## config.mk

```make
export PLATFORM = sky130hd
export DESIGN_NAME = bnn_seq_ctrl
export DESIGN_NICKNAME = d
export VERILOG_FILES = /design/src/rtl/bnn_pkg.sv /design/src/rtl/bnn_ctrl_csum.sv /design/src/rtl/bnn_seq_ctrl.sv
export SDC_FILE = /design/constraint.sdc
export NUM_CORES = 1
export LEC_CHECK = 0
export ABC_AREA = 1
export CORE_MARGIN = 2
export CORE_UTILIZATION = 41
export CTS_BUF_LIST = sky130_fd_sc_hd__clkbuf_4 sky130_fd_sc_hd__clkbuf_8
export CTS_CLUSTER_DIAMETER = 100
export DETAILED_ROUTE_END_ITERATION = 7
export GPL_TIMING_DRIVEN = 0
export PLACE_DENSITY = 0.74
export SYNTH_ARGS = -nofsm -noshare
export SYNTH_HDL_FRONTEND = slang
export SYNTH_SLANG_ARGS = --single-unit
```

## constraint.sdc

```tcl
create_clock -name CLOCK_50 -period 2.3 [get_ports CLOCK_50]
set_clock_uncertainty 0.15 [all_clocks]
set_input_delay 0.46 -clock CLOCK_50 [delete_from_list [all_inputs] [get_ports CLOCK_50]]
set_output_delay 0.46 -clock CLOCK_50 [all_outputs]
set_load 0.02 [all_outputs]
```

## src/rtl/bnn_pkg.sv

```systemverilog
// bnn_pkg: sequencer states and frame/byte constants shared by the BNN sequencer files
package bnn_pkg;
  typedef enum logic [2:0] {IDLE, LOAD, RUN, READY, READ} state_t;
  localparam int IN_BYTES = 61;
  localparam int OUT_BYTES = 10;
  localparam logic [7:0] BUSY_BYTE = 8'hFF;
  localparam logic [7:0] PAD_BYTE = 8'h00;
endpackage

```

## src/rtl/bnn_ctrl_csum.sv

```systemverilog
// bnn_ctrl_csum: modulo-256 accumulator; ports clk, rst_n (async), clr (sync), add strobe, din byte, sum value
module bnn_ctrl_csum (
  input  logic       clk,
  input  logic       rst_n,
  input  logic       clr,
  input  logic       add,
  input  logic [7:0] din,
  output logic [7:0] sum
);
  always_ff @(posedge clk or negedge rst_n)
    if (!rst_n) sum <= '0;
    else if (clr) sum <= '0;
    else if (add) sum <= sum + din;
endmodule

```

## src/rtl/bnn_seq_ctrl.sv

```systemverilog
// bnn_seq_ctrl: SPI-session sequencer for the BNN core (SPI byte side, input-buffer write, core start/done, result read, busy/error flags; option BNN_CTRL_CHKSUM_EN)
module bnn_seq_ctrl #(
  parameter int IN_BYTES  = 61,
  parameter int OUT_BYTES = 10,
  parameter int AW_IN     = 6,
  parameter int AW_OUT    = 4
) (
  input  logic              CLOCK_50,
  input  logic              iRSTn,
  input  logic              iCLR,
  input  logic              cs_active,
  input  logic              rx_valid,
  input  logic [7:0]        rx_byte,
  output logic [7:0]        tx_byte,
  output logic              tx_load,
  output logic              buf_we,
  output logic [AW_IN-1:0]  buf_addr,
  output logic [7:0]        buf_wdata,
  output logic              core_start,
  input  logic              core_done,
  output logic [AW_OUT-1:0] res_addr,
  input  logic [7:0]        res_rdata,
  output logic              busy,
  output logic              err_short,
  output logic              err_over
);
  import bnn_pkg::*;
  localparam logic [AW_IN:0] IN_N = IN_BYTES[AW_IN:0];
  localparam logic [AW_OUT:0] OUT_N = OUT_BYTES[AW_OUT:0];
  typedef struct packed {
    logic              cs_q;
    logic              poll;
    logic [AW_IN:0]    cnt;
    logic [AW_OUT:0]   idx;
    logic              p1;
    logic              p2;
    logic [AW_OUT:0]   k1;
    logic [AW_OUT:0]   k2;
    logic              buf_we;
    logic [AW_IN-1:0]  buf_addr;
    logic [7:0]        buf_wdata;
    logic              core_start;
    logic [AW_OUT-1:0] res_addr;
    logic              tx_load;
    logic [7:0]        tx_byte;
    logic              err_short;
    logic              err_over;
  } regs_t;
  state_t state, state_n;
  regs_t r, n;
  logic open_e, close_e, fetch, bsy;
  logic [AW_IN:0] cnt_n;
  logic [AW_OUT:0] idx_n;
  logic [7:0] csum;
  assign open_e = cs_active & ~r.cs_q;
  assign close_e = ~cs_active & r.cs_q;
`ifdef BNN_CTRL_CHKSUM_EN
  localparam logic [AW_OUT:0] OUT_END = OUT_N + 1'b1;
  bnn_ctrl_csum u_csum (
    .clk   (CLOCK_50),
    .rst_n (iRSTn),
    .clr   (!iCLR || (state == READY && open_e)),
    .add   (r.p2 && r.k2 < OUT_N),
    .din   (res_rdata),
    .sum   (csum)
  );
`else
  localparam logic [AW_OUT:0] OUT_END = OUT_N;
  assign csum = PAD_BYTE;
`endif
  always_comb begin
    cnt_n = (state == LOAD && rx_valid && r.cnt <= IN_N) ? r.cnt + 1'b1 : r.cnt;
    idx_n = (state == READ && rx_valid && r.idx <= OUT_N) ? r.idx + 1'b1 : r.idx;
    state_n = state;
    case (state)
      IDLE:    state_n = open_e ? LOAD : IDLE;
      LOAD:    state_n = !close_e ? LOAD : cnt_n >= IN_N ? RUN : IDLE;
      RUN:     state_n = core_done ? READY : RUN;
      READY:   state_n = open_e ? READ : READY;
      READ:    state_n = !close_e ? READ : idx_n >= OUT_END ? IDLE : READY;
      default: state_n = IDLE;
    endcase
  end
  always_comb begin
    n = r;
    fetch = (state == READY && open_e) || (state == READ && rx_valid && !close_e);
    bsy = (state == RUN && open_e) || (r.poll && rx_valid);
    n.cs_q = cs_active;
    n.poll = (state == RUN && open_e) ? 1'b1 : close_e ? 1'b0 : r.poll;
    n.cnt = state == IDLE ? '0 : cnt_n;
    n.idx = state == READY ? '0 : idx_n;
    n.buf_we = state == LOAD && rx_valid && r.cnt < IN_N;
    n.buf_addr = n.buf_we ? r.cnt[AW_IN-1:0] : r.buf_addr;
    n.buf_wdata = n.buf_we ? rx_byte : r.buf_wdata;
    n.err_over = r.err_over || (state == LOAD && rx_valid && r.cnt >= IN_N);
    n.err_short = r.err_short || (state == LOAD && close_e && cnt_n < IN_N);
    n.core_start = state == LOAD && close_e && cnt_n >= IN_N;
    n.p1 = fetch;
    n.p2 = r.p1;
    n.k1 = fetch ? idx_n : r.k1;
    n.k2 = r.k1;
    n.res_addr = (fetch && idx_n < OUT_N) ? idx_n[AW_OUT-1:0] : r.res_addr;
    n.tx_load = bsy || r.p2;
    n.tx_byte = bsy ? BUSY_BYTE : !r.p2 ? r.tx_byte : r.k2 < OUT_N ? res_rdata : r.k2 == OUT_N ? csum : PAD_BYTE;
  end
  always_ff @(posedge CLOCK_50 or negedge iRSTn)
    if (!iRSTn) state <= IDLE;
    else state <= iCLR ? state_n : IDLE;
  always_ff @(posedge CLOCK_50 or negedge iRSTn)
    if (!iRSTn) r <= '0;
    else r <= iCLR ? n : '0;
  assign tx_byte = r.tx_byte;
  assign tx_load = r.tx_load;
  assign buf_we = r.buf_we;
  assign buf_addr = r.buf_addr;
  assign buf_wdata = r.buf_wdata;
  assign core_start = r.core_start;
  assign res_addr = r.res_addr;
  assign err_short = r.err_short;
  assign err_over = r.err_over;
  assign busy = state == RUN;
endmodule

```

==> implementation parameters, run 1 <==
Parameter                              Value

Run status
  Status ... finished clean

Timing
  Final hold slack ... 65.4 ps
  Crit path time final ... 2110 ps
  Peak Freq ... 0.474 GHz
  Unrepaired setup endpoints after global routing ... false
  Final count of pins violating max slew ... 0
  Final total negative setup slack ... 0 ps
  Slew margin rel. ... 45.3%
  Setup slack after layout ... 192 ps
  Period Utilization, post-route ... 91.7%
  Total count of hold-check failures in the final report ... 0
  Worst Max-Slew Pin Slew ... 821 ps
  Total setup violations reported at the end of the flow ... 0

Hold path
  Worst hold path type ... primary input to async pin

Logic synthesis
  Count of flip-flops with a built-in enable after synthesis ... 0
  Post-Syn Area ... 2960 µm²
  Most instantiated flip-flop cell in the synthesis netlist ... dfrtp_1
  Net Count, Synth ... 373
  Syn Inst Count ... 347
  Post-synthesis async set-or-reset flop share ... 100%
  Unique masters post-synth ... 36
  Number of warnings printed during yosys synthesis ... 0
  Ranking of synthesized cells by area ... dfrtp_1, nand2_1, nand3_1, buf_4, inv_1
  Cell taking the most area after synthesis ... dfrtp_1
  Register bit total from synthesis ... 58
  Portion of the post-synthesis area used by sequential elements ... 49.1%
  Average size of a mapped cell ... 8.52 µm²
  Fraction of synthesized cell area taken by the top area cell type ... 49.1%

Finish
  Cell area after layout ... 3820 µm²
  Share of the core filled with cells ... 55.6%
  Signed area change from the synthesized netlist to the final layout ... 29.3%
  Net count of the finished layout ... 438
  ANT cells ... 0
  Count of placed standard cells in the final layout, fillers left out ... 513
  Fraction of layout cells with a size suffix above 1 ... 17.0%
  Most common cell after layout, fill and taps aside ... nand2_1
  Leading cell types in the layout, fill and taps excluded ... nand2_1, dfrtp_1, clkdlybuf4s50_1, nand3_1, inv_1

Global routing
  Overall overflow remaining after global route ... 0
  All-Layer GR Usage ... 17.7%
  Global-route wire length before repair ... 10.7 mm
  Maximum number of pins on one net before global-route repair ... 35
  Via count of the first global-routing pass ... 2404
  Number of antenna violations at the first check in global routing ... 0

Critical path
  WP data arrival ... 1500 ps
  CP startpoint kind ... register
  Required arrival time at the worst endpoint ... 1690 ps
  Nature of the critical path endpoint ... output port
  Max FO, Critical Path ... 6
  R2R cell count ... 14
  Worst Setup Path Type ... register to output port

Place
  IO Port Bufs ... 53
  Placed Cells ... 497
  Post-placement setup slack ... -130 ps
  Total placed instance area ... 3630 µm²
  Placer congestion estimate ... 0.872
  Final HPWL DP ... 4.64 mm

Clock tree
  Bufs on Longest Clock Path ... 2
  Skew-Pair Late Insertion Delay ... 340 ps
  Root Driver ... clkbuf_8
  Number of buffers added by the clock tree synthesis step ... 9
  CTS tree ... yes
  # hold bufs at CTS ... 0
  Max H-tree Level ... 3
  Clock-pin transition on the worst setup and hold timing paths ... 70 ps
  Number of gates given a new drive strength after cts ... 1
  Clock Sinks ... 58
  Buffer count from post-CTS setup fixing ... 0

Drt
  Avg WL per Cell ... 12.5 µm
  DRC violation count after routing ... 0
  Pre-antenna DRT Iters ... 5
  Final WL ... 6.42 mm
  DRC marker count from the first detailed-route iteration ... 135
  Via-per-instance ratio ... 4.80
  Number of nets still failing antenna checks after routing ... 0
  Count of vias placed by the detailed router ... 2462

Pwr
  Leakage power figure ... 1.94 nW
  Peak ir drop on the vdd network ... 307 µV
  PD cells ... 565 nW/µm²
  Total power of the final layout ... 2.16 mW

Floorplan
  Core box area ... 6870 µm²
  Top-Level Pins ... 54
  Die outline width ... 88.9 µm
  Initial Utilization ... 43.0%
  Standard-cell rows ... 30
  Height of the die ... 88.9 µm
  Area of the die ... 7910 µm²

Flow run
  Max cap viols ... 0
-- layout make-up --
cell class	count	area, µm²
timing repair buffer	54	552
tap	96	120
fill	639	3050
clock buffer	13	154
clock inverter	3	40.0
multi-input combinational	221	1140
inverter	37	139
buffer	31	223
sequential	58	1450
-- worst max-delay path: stages, from the launching register on --
cell           delay, ps
dfrtp_1              440
nor3_1               340
dlygate4sd2_1        390
-- cells in the mapped netlist, types with 2 or more instances --
library cell	n
o22ai_1	3
o21a_1	2
nand2_4	2
inv_2	3
dfrtp_1	58
buf_4	26
o21ai_0	16
inv_1	34
o21ai_1	2
a21oi_1	12
xnor2_1	2
nand3_1	45
nor2_2	4
nand2_1	74
nor3_1	2
nand2_2	4
ha_1	4
nor2_1	32
buf_1	2
nor2_4	4
-- routing by layer --
| layer | part of all wire (%) | track usage [%] |
|---|---|---|
| met2 | 47 | 28.7 |
| met4 | 1.9 | 10.1 |
| met1 | 47 | 22.1 |
| met3 | 4.1 | 3.32 |
| met5 | 0 | 0 |
-- sequential cells by signal, summed over array words and instances (netlist names) --
name,cells
n,5
r,19
err_short,1
res_addr,4
buf_addr,6
buf_we,1
tx_load,1
core_start,1
state,3
err_over,1
buf_wdata,8
tx_byte,8
-- kinds of logic after synthesis --
logic type / synth area share (%)
buffers and inverters: 12.2
AOI/OAI and AO/OA: 8.30
xor gates and xnor gates: 0.889
and+or+nand+nor: 27.8
adders and majority gates: 1.69
DFF: 49.1
-- worst paths after layout --
kind,slack (ps),endpoint,from
worst max-delay path,190,busy,state[0]
max in group asynchronous,1330,buf_addr[1],iRSTn
min in group CLOCK_50,290,r[41],n[41]
worst min register to register,290,r[41],n[41]
worst min-delay path,70,res_addr[0],iRSTn
worst max register to register,360,res_addr[0],r[43]
-- report_power, final --
part	switching, mW	internal, mW
registers	0.00920	1.03
logic	0.105	0.0820
clock network	0.386	0.545
total	0.500	1.66
No activity file was read; power rests on OpenSTA's default activity.
==> run 2: changes to the inputs <==
--- a/config.mk
+++ b/config.mk
@@ -13,6 +13,7 @@
 export DETAILED_ROUTE_END_ITERATION = 7
 export GPL_TIMING_DRIVEN = 0
 export PLACE_DENSITY = 0.74
+export SKIP_LAST_GASP = 1
 export SYNTH_ARGS = -nofsm -noshare
 export SYNTH_HDL_FRONTEND = slang
 export SYNTH_SLANG_ARGS = --single-unit
==> constraint.sdc (replaced) <==
create_clock -name CLOCK_50 -period 2 [get_ports CLOCK_50]
set_clock_uncertainty 0.15 [all_clocks]
set_input_delay 0.4 -clock CLOCK_50 [delete_from_list [all_inputs] [get_ports CLOCK_50]]
set_output_delay 0.4 -clock CLOCK_50 [all_outputs]
set_load 0.02 [all_outputs]
==> implementation parameters, run 2 (synthesis gave the netlist of run 1 again) <==
Parameter                              Value

Finish
  Fraction of layout cells with a size suffix above 1 ... 21.9% (+4.9 points)
  Signed area change from the synthesized netlist to the final layout ... 33.1%
  ANT cells ... 0 (unchanged)
  Largest register FFs ... 19 (unchanged)
  Net count of the finished layout ... 445 (+1.6%)
  Fillers ... 611 (-4.4%)
  Largest register by flop count ... r
  Area of combinational cells with multiple inputs ... 1190 µm² (+4.5%)
  Cell area after layout ... 3940 µm² (+2.9%)
  Most common cell after layout, fill and taps aside ... nand2_1
  Total area of sequential cells ... 1450 µm² (+0.17%)
  Leading cell types in the layout, fill and taps excluded ... nand2_1, dfrtp_1, clkdlybuf4s50_1, nand3_1, buf_4

Critical path
  Nature of the critical path endpoint ... register
  WP data arrival ... 2140 ps (+640 ps)
  Required arrival time at the worst endpoint ... 2080 ps (+390 ps)
  CP startpoint kind ... register
  Worst Setup Path Type ... register to register
  Max FO, Critical Path ... 5 (-1)

Pwr
  PD cells ... 632 nW/µm² (+12%)
  Peak ir drop on the vdd network ... 350 µV (+14%)
  Total power of the final layout ... 2.49 mW (+15%)
  Leakage power figure ... 2.05 nW (+6.0%)

Run status
  Violations in the final reports ... setup timing
  Status ... finished, violations left

Global routing
  Maximum number of pins on one net before global-route repair ... 35 (unchanged)
  Number of antenna violations at the first check in global routing ... 0 (unchanged)
  Overall overflow remaining after global route ... 0 (unchanged)
  Global-route wire length before repair ... 10.7 mm (+0.39%)
  Via count of the first global-routing pass ... 2416 (+0.50%)
  All-Layer GR Usage ... 17.7% (+0.059 points)

Clock tree
  Clock Sinks ... 58 (unchanged)
  Root Driver ... clkbuf_8
  Bufs on Longest Clock Path ... 2 (unchanged)
  Clock-pin transition on the worst setup and hold timing paths ... 70 ps (about the same)
  # hold bufs at CTS ... 0 (unchanged)
  Number of buffers added by the clock tree synthesis step ... 9 (unchanged)
  Skew-Pair Late Insertion Delay ... 330 ps (about the same)
  CTS tree ... yes
  Max H-tree Level ... 3 (unchanged)

Timing
  Unrepaired setup endpoints after global routing ... true
  Total setup violations reported at the end of the flow ... 1 (+1)
  Total count of hold-check failures in the final report ... 0 (unchanged)
  Worst Max-Slew Pin Slew ... 817 ps (-3.68 ps)
  Crit path time final ... 2050 ps
  Final total negative setup slack ... -53.1 ps (-53.1 ps)
  Slew margin rel. ... 45.5% (+0.25 points)
  Setup slack after layout ... -53.1 ps (-245 ps)
  Final count of pins violating max slew ... 0 (unchanged)
  Period Utilization, post-route ... 103%
  Peak Freq ... 0.487 GHz

Floorplan
  Die outline width ... 88.9 µm (unchanged)
  Area of the die ... 7910 µm² (unchanged)
  Standard-cell rows ... 30 (unchanged)
  Top-Level Pins ... 54 (unchanged)
  Initial Utilization ... 43.0% (unchanged)
  Core box area ... 6870 µm² (unchanged)
  Height of the die ... 88.9 µm (unchanged)

Drt
  Avg WL per Cell ... 12.9 µm (+3.4%)
  DRC marker count from the first detailed-route iteration ... 112 (-17%)
  DRC violation count after routing ... 0 (unchanged)
  Final WL ... 6.73 mm (+4.8%)
  Pre-antenna DRT Iters ... 5 (unchanged)
  Count of vias placed by the detailed router ... 2532 (+2.8%)
  Number of nets still failing antenna checks after routing ... 0 (unchanged)
  Via-per-instance ratio ... 4.87 (+1.5%)

Place
  Total placed instance area ... 3630 µm² (unchanged)
  Placer congestion estimate ... 0.872 (unchanged)
  Final HPWL DP ... 4.64 mm (unchanged)
  IO Port Bufs ... 53 (unchanged)

Flow run
  Max cap viols ... 0 (unchanged)

Hold path
  Worst hold path type ... primary input to async pin
[run 2: cell count changes in the layout (fill, tap and decap cells not counted), sizes merged]
cell / before / now
dlymetal6s2s: 0 / 4
buf: 32 / 39
clkdlybuf4s50: 51 / 47
clkbuf: 14 / 15
dlygate4sd2: 1 / 0
[run 2: path summary, 6_finish.rpt]
path                       start  slack [ps]           to  cells after the start
setup / recovery           r[43]         -50  res_addr[0]                     14
hold / removal             iRSTn           7  res_addr[0]                      1
setup reg to reg           r[43]         -50  res_addr[0]                     14
hold reg to reg            n[41]         290        r[41]                      2
max in group asynchronous  iRSTn        1090  buf_addr[1]                      2
min in group CLOCK_50      n[41]         290        r[41]                      2
[run 2: cell type report]
type	instances	area share, %
Buffer	31	5.66
Clock buffer	13	3.91
Clock inverter	3	1.02
Inverter	37	3.53
Multi-Input combinational cell	221	30.4
Sequential cell	58	36.9
Tap cell	96	3.05
Timing Repair Buffer	61	15.5
[run 2: timing repair]
action                     CTS  global route
buffers inserted             2             5
pin swaps                    1            10
setup endpoints to repair    3            25
gates resized for setup      2            23
[run 2: layer usage]
layer  wire [µm]  track usage, %  part of all wire, %
met5           0               0                    0
met4          65            10.1                 0.97
met3         369            3.42                  5.5
met2        3250            28.8                   48
met1        3050            22.2                   45
[run 2: stage by stage]
| step | std cells | worst slack, ps | hold WS [ps] | util (%) |
|---|---|---|---|---|
| 2_1_floorplan | 347 | 238 | -45.6 | - |
| 3_3_place_gp | 496 | -1400 | 266 | 52.5 |
| 3_5_place_dp | 497 | -370 | 282 | 52.8 |
| 4_1_cts | 515 | 11.7 | 20.2 | 55.9 |
| 5_1_grt | 520 | -133 | 70.2 | 57.3 |
| 6_report | 520 | -53.1 | 7.29 | 57.3 |
[run 2: where the power goes]
group          switching [mW]  internal, mW
combinational           0.123        0.0974
clock                   0.441         0.627
sequential             0.0113          1.19
[run 2: worst max-delay path, stage by stage, from the launching register on]
cell and delay, ps:
dfrtp_1 400, inv_2 100, ha_4 140, inv_2 30, nand2_1 50, nor2_1 40
nor2_1 150, nand3_1 140, nand2_2 110, nand2_2 80, nand2_4 70, nand2_4 70
o21ai_4 200, and2_1 180, nor2_1 50
==> run 3: changes to the inputs <==
--- a/config.mk
+++ b/config.mk
@@ -7,12 +7,12 @@
 export LEC_CHECK = 0
 export ABC_AREA = 1
 export CORE_MARGIN = 2
-export CORE_UTILIZATION = 41
+export CORE_UTILIZATION = 54
 export CTS_BUF_LIST = sky130_fd_sc_hd__clkbuf_4 sky130_fd_sc_hd__clkbuf_8
 export CTS_CLUSTER_DIAMETER = 100
 export DETAILED_ROUTE_END_ITERATION = 7
 export GPL_TIMING_DRIVEN = 0
-export PLACE_DENSITY = 0.74
+export PLACE_DENSITY_LB_ADDON = 0.3
 export SKIP_LAST_GASP = 1
 export SYNTH_ARGS = -nofsm -noshare
 export SYNTH_HDL_FRONTEND = slang
==> implementation parameters, run 3 (synthesis gave the netlist of run 1 again) <==
Parameter                              Value

Run status
  Status ... finished, violations left
  Violations in the final reports ... setup timing

Pwr
  Net switching fraction of the power ... 24.8% (+1.7 points)
  Relative contribution of sequential cells to total power ... 51.6% (+3.4 points)
  PD cells ... 596 nW/µm² (-5.6%)
  Cell-internal power ... 1.74 mW (-8.7%)
  Peak ir drop on the vdd network ... 385 µV (+9.9%)
  Leakage power figure ... 1.98 nW (-3.3%)
  Fraction of power consumed by the clock network ... 38.8% (-4.2 points)
  Gate power share ... 9.6% (+0.8 points)
  Sw Pwr ... 577 µW (+0.26%)

Place
  Total placed instance area ... 3590 µm² (-1.1%)
  Placer congestion estimate ... 0.881 (+1.0%)
  Final HPWL DP ... 4.57 mm (-1.4%)
  Post-placement setup slack ... -356 ps (+14.6 ps)
  IO Port Bufs ... 53 (unchanged)

Hold path
  Hold Crit Depth ... 2
  Worst hold path type ... register to register

Finish
  Signed area change from the synthesized netlist to the final layout ... 31.7%
  Area of combinational cells with multiple inputs ... 1200 µm² (+0.42%)
  Net count of the finished layout ... 449 (+0.90%)
  Largest register by flop count ... r
  Fillers ... 386 (-37%)
  Cell area after layout ... 3890 µm² (-1.1%)
  ANT cells ... 0 (unchanged)
  Leading cell types in the layout, fill and taps excluded ... nand2_1, dfrtp_1, clkdlybuf4s50_1, nand3_1, buf_4
  Largest register FFs ... 19 (unchanged)
  Most common cell after layout, fill and taps aside ... nand2_1
  Fraction of layout cells with a size suffix above 1 ... 22.5% (+0.60 points)
  Total area of sequential cells ... 1450 µm² (unchanged)

Timing
  Final count of pins violating max slew ... 0 (unchanged)
  Slew margin rel. ... 53.9% (+8.3 points)
  Setup slack after layout ... -22.7 ps (+30.4 ps)
  Total setup violations reported at the end of the flow ... 1 (unchanged)
  Unrepaired setup endpoints after global routing ... true
  Period Utilization, post-route ... 101% (-1.5 points)
  Total count of hold-check failures in the final report ... 0 (unchanged)
  Final hold slack ... 292 ps (+284 ps)
  Worst Max-Slew Pin Slew ... 692 ps (-125 ps)
  Crit path time final ... 2020 ps (-30.4 ps)
  Peak Freq ... 0.494 GHz (+1.5%)

Global routing
  Via count of the first global-routing pass ... 2416 (unchanged)
  Maximum number of pins on one net before global-route repair ... 31 (-11%)
  Global-route wire length before repair ... 10.7 mm (-0.26%)
  Overall overflow remaining after global route ... 0 (unchanged)
  Number of antenna violations at the first check in global routing ... 0 (unchanged)
  All-Layer GR Usage ... 22.2% (+4.5 points)

Floorplan
  Height of the die ... 78.0 µm (-12%)
  Die outline width ... 78.0 µm (-12%)
  Area of the die ... 6080 µm² (-23%)
  Top-Level Pins ... 54 (unchanged)
  Core box area ... 5200 µm² (-24%)
  Initial Utilization ... 56.8% (+14 points)
  Standard-cell rows ... 26 (-13%)

Clock tree
  Clock-pin transition on the worst setup and hold timing paths ... 70 ps (about the same)
  Clock Sinks ... 58 (unchanged)
  Root Driver ... clkbuf_8
  Max H-tree Level ... 3 (unchanged)
  Skew-Pair Late Insertion Delay ... 330 ps (about the same)
  CTS tree ... yes
  Bufs on Longest Clock Path ... 2 (unchanged)
  Number of buffers added by the clock tree synthesis step ... 9 (unchanged)

Drt
  DRC marker count from the first detailed-route iteration ... 102 (-8.9%)
  Final WL ... 6.63 mm (-1.5%)
  Count of vias placed by the detailed router ... 2584 (+2.1%)
  Number of nets still failing antenna checks after routing ... 0 (unchanged)
  DRC violation count after routing ... 0 (unchanged)
  Avg WL per Cell ... 13.4 µm (+3.3%)
  Pre-antenna DRT Iters ... 4 (-1)
  Via-per-instance ratio ... 5.21 (+7.0%)

Critical path
  R2R cell count ... 14 (unchanged)
  Nature of the critical path endpoint ... register
  CP startpoint kind ... register
  WP data arrival ... 2100 ps (-40 ps)
  Worst Setup Path Type ... register to register
  Max FO, Critical Path ... 5 (unchanged)
  Required arrival time at the worst endpoint ... 2070 ps (about the same)

Flow run
  Max cap viols ... 0 (unchanged)
## run 3: path summary, 6_finish.rpt
check | startpoint | end | slack, ps
max | r[43] | res_addr[0] | -20
min | n[41] | r[41] | 290
max reg2reg | r[43] | res_addr[0] | -20
min reg2reg | n[41] | r[41] | 290
max in group asynchronous | iRSTn | tx_byte[3] | 600
min in group asynchronous | iRSTn | r[56] | 500
## run 3: what timing repair did
item	in CTS	in global routing
endpoints found under the setup margin	3	24
hold endpoints to repair	28	0
hold buffers	1	0
pin swaps	1	13
buffers inserted	2	8
gates resized for setup	2	20
## run 3: worst max-delay path, cell delays in order, from the launching register on
cell and delay (ps):
dfrtp_1 400, inv_2 90, ha_4 130, inv_2 40
nand2_2 60, nor2_1 50, nor2_1 140, nand3_1 140
nand2_2 100, nand2_1 60, nand2_2 80, nand2_4 70
o21ai_4 200, and2_4 160, nor2_1 30
## run 3: final cells by class
type / count / share of cell area, %
sequential: 58 / 37.4
multi-input combinational: 221 / 30.8
timing repair buffer: 65 / 16.2
buffer: 31 / 5.72
inverter: 37 / 3.57
clock buffer: 10 / 3.54
tap: 70 / 2.25
clock inverter: 4 / 0.514
## run 3: power by group through the flow
stage	combinational, mW	clock [mW]	sequential [mW]
final	0.222	0.901	1.20
after global routing	0.244	0.953	1.20
after CTS	0.220	0.911	1.20
after detailed placement	0.214	0	1.22
after global placement	0.205	0	1.22
after floorplan	0.101	0	1.22
## run 3: routing by layer
metal  global-route usage, %  part of all wire [%]  up-vias
li1                        -                     -     1245
met1                    28.0                    43     1229
met2                    36.7                    49       97
met3                    5.70                   6.7       13
met4                    8.77                   1.8        0
met5                       0                     0        -
## run 3: stage by stage
stage | util [%] | instances | TNS (ps) | total power [mW]
after CTS | 72.5 | 488 | 0 | 2.33
after floorplan | - | 347 | 0 | 1.32
after detailed placement | 69.0 | 471 | -8270 | 1.43
final | 74.8 | 496 | -22.7 | 2.32
after global routing | 74.8 | 496 | -382 | 2.40
after global placement | 68.7 | 470 | -85730 | 1.42
